==> config.mk <==
export PLATFORM = sky130hd
export DESIGN_NAME = ram_scan_reader
export DESIGN_NICKNAME = d
export VERILOG_FILES = /design/src/rtl/ram_scan_reader.sv
export SDC_FILE = /design/constraint.sdc
export NUM_CORES = 1
export LEC_CHECK = 0
export BUFFER_PORTS_ARGS = -buffer_cell sky130_fd_sc_hd__buf_2
export CAP_MARGIN = 20
export CORE_ASPECT_RATIO = 1.75
export CORE_UTILIZATION = 61
export DETAILED_ROUTE_END_ITERATION = 10
export PLACE_DENSITY = 0.83
export SYNTH_ARGS = -nofsm -noshare
export SYNTH_HDL_FRONTEND = slang
export SYNTH_SLANG_ARGS = --single-unit
==> constraint.sdc <==
create_clock -name clk -period 5.2 [get_ports clk]
set_clock_uncertainty 0.05 [all_clocks]
set_input_delay 0.26 -clock clk [delete_from_list [all_inputs] [get_ports clk]]
set_output_delay 0.26 -clock clk [all_outputs]
set_load 0.05 [all_outputs]
==> src/rtl/ram_scan_reader.sv <==
// Read-side scan sequencer for the 32x3 lab RAM.
// Steps rd_addr once per display period and holds the captured word for the HEX decoders.
module ram_scan_reader #(
  parameter int ADDR_W      = 5,
  parameter int DATA_W      = 3,
  parameter int TICK_CYCLES = 50_000_000,
  parameter int RD_LATENCY  = 1
) (
  input  logic              clk,
  input  logic              reset,
  input  logic              enable,
  output logic [ADDR_W-1:0] rd_addr,
  input  logic [DATA_W-1:0] rd_data,
  output logic [ADDR_W-1:0] disp_addr,
  output logic [DATA_W-1:0] disp_data,
  output logic              disp_valid,
  output logic              tick,
  output logic              wrap
);

  localparam int CNT_W = (TICK_CYCLES > 1) ? $clog2(TICK_CYCLES) : 1;
  localparam int LAT_W = (RD_LATENCY > 0) ? $clog2(RD_LATENCY + 1) : 1;
  localparam logic [CNT_W-1:0] CNT_LAST = CNT_W'(TICK_CYCLES - 1);
  localparam logic [LAT_W-1:0] LAT_LAST = LAT_W'(RD_LATENCY);

  typedef enum logic [1:0] {
    IDLE  = 2'd0,
    FETCH = 2'd1,
    SHOW  = 2'd2
  } state_t;

  state_t              r_state, w_state;
  logic [CNT_W-1:0]    r_cnt, w_cnt;
  logic [LAT_W-1:0]    r_lat, w_lat;
  logic [ADDR_W-1:0]   r_rd_addr, w_rd_addr;
  logic [ADDR_W-1:0]   r_disp_addr, w_disp_addr;
  logic [DATA_W-1:0]   r_disp_data, w_disp_data;
  logic                r_valid, w_valid;
  logic                r_tick, w_tick;
  logic                r_wrap, w_wrap;

  always_ff @(posedge clk) begin
    if (reset) begin
      r_state     <= IDLE;
      r_cnt       <= '0;
      r_lat       <= '0;
      r_rd_addr   <= '0;
      r_disp_addr <= '0;
      r_disp_data <= '0;
      r_valid     <= 1'b0;
      r_tick      <= 1'b0;
      r_wrap      <= 1'b0;
    end else begin
      r_state     <= w_state;
      r_cnt       <= w_cnt;
      r_lat       <= w_lat;
      r_rd_addr   <= w_rd_addr;
      r_disp_addr <= w_disp_addr;
      r_disp_data <= w_disp_data;
      r_valid     <= w_valid;
      r_tick      <= w_tick;
      r_wrap      <= w_wrap;
    end
  end

  always_comb begin
    w_state     = r_state;
    w_cnt       = r_cnt;
    w_lat       = r_lat;
    w_rd_addr   = r_rd_addr;
    w_disp_addr = r_disp_addr;
    w_disp_data = r_disp_data;
    w_valid     = r_valid;
    w_tick      = 1'b0;
    w_wrap      = 1'b0;
    unique case (r_state)
      IDLE: begin
        if (enable) begin
          w_state = FETCH;
          w_lat   = '0;
        end
      end
      FETCH: begin
        // one cycle for the RAM to sample rd_addr, then RD_LATENCY to q
        if (r_lat == LAT_LAST) begin
          w_disp_data = rd_data;
          w_disp_addr = r_rd_addr;
          w_valid     = 1'b1;
          w_cnt       = '0;
          w_state     = SHOW;
        end else begin
          w_lat = r_lat + 1'b1;
        end
      end
      SHOW: begin
        w_disp_data = rd_data;
        if (enable) begin
          if (r_cnt == CNT_LAST) begin
            w_tick    = 1'b1;
            w_wrap    = &r_rd_addr;
            w_cnt     = '0;
            w_lat     = '0;
            w_rd_addr = r_rd_addr + 1'b1;
            w_state   = FETCH;
          end else begin
            w_cnt = r_cnt + 1'b1;
          end
        end
      end
      default: w_state = IDLE;
    endcase
  end

  assign rd_addr    = r_rd_addr;
  assign disp_addr  = r_disp_addr;
  assign disp_data  = r_disp_data;
  assign disp_valid = r_valid;
  assign tick       = r_tick;
  assign wrap       = r_wrap;

endmodule

### After elaboration in Yosys (flattened, before gate mapping)

Cells that the tools add are included.

* register bits after elaboration: 45
* latch bits: 0
* memory bits (writable): 0
* memory bits (read-only): 0
* output and inout port bits: 16
* logic and storage cells: 51
* memories: 0

* add/sub/neg operators: 3
* multipliers: 0
* div/mod/pow operators: 0
* order comparisons: 0
* equality and inequality tests: 7
* shift operators: 0
* multiplexer cells: 17
* bitwise gates (word level): 3
* reduce and logical (&&, ||, !) cells: 12

Operator list (count)
* $mux W26: 3
* $pmux W26 S2: 1
* $add A26 B1 Y26 const B: 1
* $eq A26 B26 Y1 const B: 1
* $mux W2: 4
* $ne A2 B2 Y1 const B: 4
* $reduce_and A4 Y1: 2
* $pmux W2 S3: 1
* $pmux W3 S2: 1
* $reduce_and A3 Y1: 2
* $add A5 B1 Y5 const B: 1
* $mux W1: 5
* $reduce_and A5 Y1: 1
* $reduce_and A2 Y1: 2
* $reduce_or A4 Y1: 1
* $mux W3: 1
* $not A1 Y1: 3
* $pmux W1 S3: 1
* $reduce_bool A3 Y1: 1
* $reduce_or A3 Y1: 1
* $eq A2 B1 Y1 const B: 1
* $eq A2 B2 Y1 const B: 1
* $logic_not A2 Y1: 1
* $reduce_bool A2 Y1: 1
* $add A1 B1 Y1 const B: 1

### Longest topological paths before layout

Gate-level depths: netlist of the first run.

* depth after elaboration: 4
* mapped depth: 8

### Worst setup path before layout of the first run

OpenSTA, ideal clock, no wires.

* path kind: register -> register
* start point: register r_cnt[8]
* end point: register r_cnt[10]
* data arrival time: 1820 ps
* required time: 5033 ps
* setup slack: 3213 ps
* cell stages (with the launch flop): 7
* path buffers: 1
* period minus slack after synthesis: 1987 ps
* cells stage by stage: dfxtp_1 -> or4_4 -> nor4_4 -> a21oi_2 -> o21bai_2 -> buf_2 -> nor2_1

* word-level cells in the longest chain between the ends: 4

Ends and longest elaborated chain
* from (decl): RTL line 33 `logic [CNT_W-1:0] r_cnt, w_cnt;`
* from (signal assigned): RTL line 55 `r_cnt <= w_cnt;`
* $add A26 B1 Y26 or $eq A26 B26 Y1 (tied branches): RTL line 106, 98
* $mux W26 (*): RTL line 98 `if (r_cnt == CNT_LAST) begin`
* $mux W26 (*): RTL line 97 `if (enable) begin`
* $pmux W26 S2 (*): RTL line 76 `unique case (r_state)`

Every way passes the cells marked *; elsewhere a longest branch is shown, timed or not. The select of a mux whose other input is x is not followed.
A chain may end at the register's enable or synchronous reset.

### Final worst setup path of the first run

* start point: register r_cnt[10]
* end point: register r_cnt[20]

Same word-level chain as after synthesis.

==> metrics.yaml, run 1 <==
ys_top_cells_by_area: "dfxtp_1, xor2_1, nor2_1"
port_buffers: 21
die_y_um: 78.0
drive_above_1_share: 0.151
synth_top_area_frac: 0.447
vias_per_cell: 5.65
setup_tns_ns: 0
die_area_um2: 3550
cellPowerDensity_nw_per_um2: 267
diodes: 0
ir_drop_v: 0.000224
place_hpwl_um: 2760
dr.pass1.iters: 4
io_pins: 22
grt_pass1_wl_um: 6870
fillers: 236
die_x_um: 45.5
clockBufferDepth: 2
hold_viol: 0
first_iter_violations: 45
vias: 1667
coreArea_um2: 3140
nNetsFinal: 260
ys_warn_count: 0
cap_viol_max_count: 0
start_kind: "flip-flop"
htree_num_levels: 2
async_reset_ff_frac: 0
crit_slowest_cell: "o21bai_2"
post_synth_num_cell_types: 39
syn2layout_area_growth_pct: 10.5
cellLeakagePower_nw: 0.888
drc_errors: 0
hold_path_class: "input port to flip-flop"
syn_area_um2: 2020
whs_ns: 0.141
post_cts_buffers: 0
critPathArrivalTime_ns: 2.76
ctsResizeCount: 0
start_util: 0.642
grt_max_degree: 25
register_area_um2: 901
cp-end-kind: "flip-flop"
finalPower_uw: 596
synthFlopType: "dfxtp_1"
syn_nets: 241
antenna_found_initial: 0
path_max_fanout: 21
avgSynthCellArea_um2: 8.69
place_congestion: 0.769
root_buffer: "clkbuf_8"
synth_top_area_cell: "dfxtp_1"
wl_per_cell_um: 13.3
grt_pass1_vias: 1592
slowest_delay_ns: 0.70
cts.sinks: 45
path_cells: "or4b_1, nor3_1, a21oi_2, o21bai_2, nor2_1"
synthCells: 232
post-route-period-util: 0.507
cts_tree: "built"
path_clk_slew_ns: 0.09
insertion_delay_ns: 0.31
grt-ovfl-total: 0
fmax_mhz: 379
grt_setup_unrepaired: "false"
outcome: "complete, no violations"
cts_hold_buf: 0
worstMarginPinSlew_ns: 0.846
num_rows: 27
multiInputGateArea_um2: 1070
ys_seq_area_frac: 0.447
drv_slew: 0
cts_buffers: 5
routed_wirelength_um: 3930
criticalPathCategory: "flip-flop to flip-flop"
post-route-min-period_ns: 2.64
synth_enable_flop_cells: 0
antenna_left: 0
relSlewSlack: 0.436
setup_viol: 0
crit_required_ns: 5.32
synth_seq_cells: 45
grt_usage: 0.261
-- flip-flops by register name, summed over array words and instances (netlist names) --
name        cells
r_cnt          26
r_state         2
disp_data       3
tick            1
r_lat           1
disp_addr       5
wrap            1
disp_valid      1
rd_addr         5
-- placed cells by master (no fill, tap or decap), types with 2 or more instances in the layout --
cell type  count
nand4_1        9
nand4b_1       3
nand2_1       23
a211oi_1       3
or3_1          2
dfxtp_1       45
xnor2_1        4
nor2_1        34
inv_1          3
nand3_1       20
xor2_1        19
nor4_1         2
buf_2         21
nor3_1         3
nand3b_1       2
a21oi_1       16
nor2b_1        2
and3_1         5
ha_1           3
clkbuf_8       5
and2_1         3
mux2i_1        3
o21ai_0        3
-- final cells by class --
class	count	share of cell area
tap	43	0.0242
multi-input combinational	175	0.479
sequential	45	0.404
inverter	3	0.00506
timing repair buffer	21	0.0472
clock inverter	3	0.00955
clock buffer	5	0.0309
-- logic make-up (layout without fill, tap and decap cells) --
logic type,count (synthesis),after routing,share of synthesized area
AND/OR/NAND/NOR,118,118,0.309
flip-flops,45,45,0.447
AO/OA/AOI/OAI,28,28,0.0863
XOR/XNOR,23,23,0.0999
buffers and inverters,12,32,0.0242
adder cells (fa/ha/maj),3,3,0.0186
multiplexers,3,3,0.0149
-- metrics by stage --
stage / cells / instance area (µm²) / setup WS [ns] / util
floorplan: 232 / 2020 / 3.21 / -
global placement: 287 / 2140 / 2.64 / 0.680
detailed placement: 287 / 2140 / 2.56 / 0.680
CTS: 295 / 2230 / 2.55 / 0.709
global route: 295 / 2230 / 2.35 / 0.709
finish: 295 / 2230 / 2.56 / 0.709
-- synth_stat cells, drive strengths merged, types with 4 or more instances --
| cell | count |
|---|---|
| a211oi | 4 |
| nand2 | 24 |
| xnor2 | 4 |
| nor4 | 4 |
| clkbuf | 6 |
| xor2 | 19 |
| nand3 | 20 |
| nand4 | 10 |
| a21oi | 17 |
| and3 | 6 |
| nor2 | 34 |
| dfxtp | 45 |
-- worst max-delay path: cells and delay by family (launching register included) --
| kind | cells | cell delay [ns] |
|---|---|---|
| AOI/OAI and AO/OA | 2 | 0.90 |
| DFF | 1 | 0.35 |
| and+or+nand+nor | 3 | 1.20 |
-- per-layer routing --
metal  GRT usage  wire length [µm]  vias up
li1            -                 -      844
met1       0.287              1660      778
met2       0.443              2030       37
met3      0.0667               159        8
met4       0.124                79        0
met5           0                 0        -
-- power by group --
group | switching, mW | internal (mW)
clock network | 0.125 | 0.0953
logic | 0.0182 | 0.00722
registers | 0.00292 | 0.347
-- path summary, 6_finish.rpt --
check / slack [ns] / cells after the start / from / to
hold reg to reg: 0.41 / 2 / disp_data[0] / disp_data[0]
hold / removal: 0.14 / 3 / rd_data[0] / disp_data[0]
setup / recovery: 2.56 / 5 / r_cnt[10] / r_cnt[20]
setup reg to reg: 2.56 / 5 / r_cnt[10] / r_cnt[20]
Power figures use the tool's default switching activity.
==> run 2, diff against run 1 <==
--- a/config.mk
+++ b/config.mk
@@ -8,9 +8,9 @@
 export BUFFER_PORTS_ARGS = -buffer_cell sky130_fd_sc_hd__buf_2
 export CAP_MARGIN = 20
 export CORE_ASPECT_RATIO = 1.75
-export CORE_UTILIZATION = 61
+export CORE_UTILIZATION = 52
 export DETAILED_ROUTE_END_ITERATION = 10
-export PLACE_DENSITY = 0.83
+export PLACE_DENSITY = 0.76
 export SYNTH_ARGS = -nofsm -noshare
 export SYNTH_HDL_FRONTEND = slang
 export SYNTH_SLANG_ARGS = --single-unit
==> constraint.sdc (replaced) <==
create_clock -name clk -period 2.3 [get_ports clk]
set_clock_uncertainty 0.05 [all_clocks]
set_input_delay 0.115 -clock clk [delete_from_list [all_inputs] [get_ports clk]]
set_output_delay 0.115 -clock clk [all_outputs]
set_load 0.05 [all_outputs]
==> metrics.yaml, run 2 (synthesis gave the netlist of run 1 again) <==
drive_above_1_share: 0.179
syn2layout_area_growth_pct: 16.6
port_buffers: 21
drc_errors: 0
final_cell_mix: "dfxtp_1, nor2_1, nand2_1, buf_2, nand3_1"
vias: 1719
swShare: 0.214
cts.sinks: 45
grt_pass1_vias: 1682
min_from: "rd_data[0]"
crit_required_ns: 2.48
ctsResizeCount: 0
start_util: 0.550
insertion_delay_ns: 0.30
place_congestion: 0.825
worstHoldPathCells: 3
pwr-share-comb: 0.045
path_max_fanout: 6
die_x_um: 49.1
grt_pass1_wl_um: 7210
first_iter_violations: 31
r2r_setup_slack_ns: 0.17
hold_path_class: "input port to flip-flop"
stdcell_area_um2: 2350
cellPowerDensity_nw_per_um2: 613
outcome: "complete, no violations"
relSlewSlack: 0.425
cp-end-kind: "flip-flop"
wl_per_cell_um: 13.4
r2r_end: "rd_addr[3]"
criticalPathCategory: "flip-flop to flip-flop"
hold_end: "disp_data[0]"
start_kind: "flip-flop"
diodes: 0
fmax_mhz: 469
htree_num_levels: 2
dr.pass1.iters: 4
cts_hold_buf: 1
die_area_um2: 4140
post_cts_buffers: 0
grt_usage: 0.221
cts_buffers: 5
post_dp_cell_area_um2: 2230
critPathArrivalTime_ns: 2.31
pwr-share-clk: 0.406
coreArea_um2: 3660
antenna_left: 0
grt-ovfl-total: 0
grt_max_degree: 25
internal_power_mw: 1.13
post-route-min-period_ns: 2.13
die_y_um: 84.4
setup_tns_ns: 0
cap_viol_max_count: 0
worstMarginPinSlew_ns: 0.863
cellLeakagePower_nw: 0.959
setup_viol: 0
nNetsFinal: 271
grt_setup_unrepaired: "false"
antenna_found_initial: 0
place_hpwl_um: 3080
seqPwrFrac: 0.549
cts_tree: "built"
hold_viol: 0
reg2reg_depth: 5
vias_per_cell: 5.56
regMostFlops: "r_cnt"
routed_wirelength_um: 4150
drv_slew: 0
ir_drop_v: 0.000614
num_rows: 29
r2r-start: "r_cnt[10]"
path_clk_slew_ns: 0.09
clockBufferDepth: 2
root_buffer: "clkbuf_8"
io_pins: 22
largest_reg_flops: 26
post-route-period-util: 0.926
final_common_cell: "dfxtp_1"
switching_power_uw: 308
==> run 2: worst max-delay path by stage <==
stage | startpoint | end | slack (ns)
floorplan | r_cnt[8] | r_cnt[10] | 0.31
global placement | r_cnt[10] | rd_addr[3] | 0.22
detailed placement | r_cnt[10] | rd_addr[3] | 0.20
CTS | r_cnt[10] | rd_addr[3] | 0.18
global route | r_cnt[10] | rd_addr[3] | 0.06
finish | r_cnt[10] | rd_addr[3] | 0.17
==> run 2: layout make-up <==
class	instances	area, µm²
clock buffers	6	72.6
clock inverters	2	38.8
fillers	322	1320
inverters	3	11.3
multi-input cells	175	1070
flip-flops and latches	45	901
well taps	46	57.6
repair buffers	32	203
==> run 2: per-stage QoR <==
stage	std cells	hold slack, ns	setup slack [ns]	util	total power [mW]
floorplan	232	0.138	0.313	-	0.853
global placement	300	0.310	0.224	0.608	0.873
detailed placement	300	0.317	0.205	0.608	0.874
CTS	309	0.00815	0.185	0.641	1.46
global route	309	0.00563	0.0609	0.641	1.49
finish	309	0.00941	0.170	0.641	1.44
==> run 2: worst max-delay path: stages, from the launching register on <==
cell and delay, ns:
dfxtp_1 0.35, or4b_1 0.57, nor4_2 0.45, nand2_4 0.14
or3_1 0.37, a21oi_1 0.14
==> run 2: power groups by stage <==
stage	combinational (mW)	sequential, mW	clock (mW)
after global placement	0.0637	0.809	0
after floorplan	0.0385	0.814	0
after detailed placement	0.0642	0.809	0
after CTS	0.0656	0.791	0.602
after global routing	0.0697	0.792	0.632
final	0.0649	0.791	0.585
==> run 2: routing by layer <==
layer / track usage / up-vias / wire, µm
met4: 0.118 / 0 / 126
met2: 0.413 / 30 / 2300
met5: 0 / - / 0
met3: 0.0489 / 10 / 110
li1: - / 866 / -
met1: 0.218 / 813 / 1620
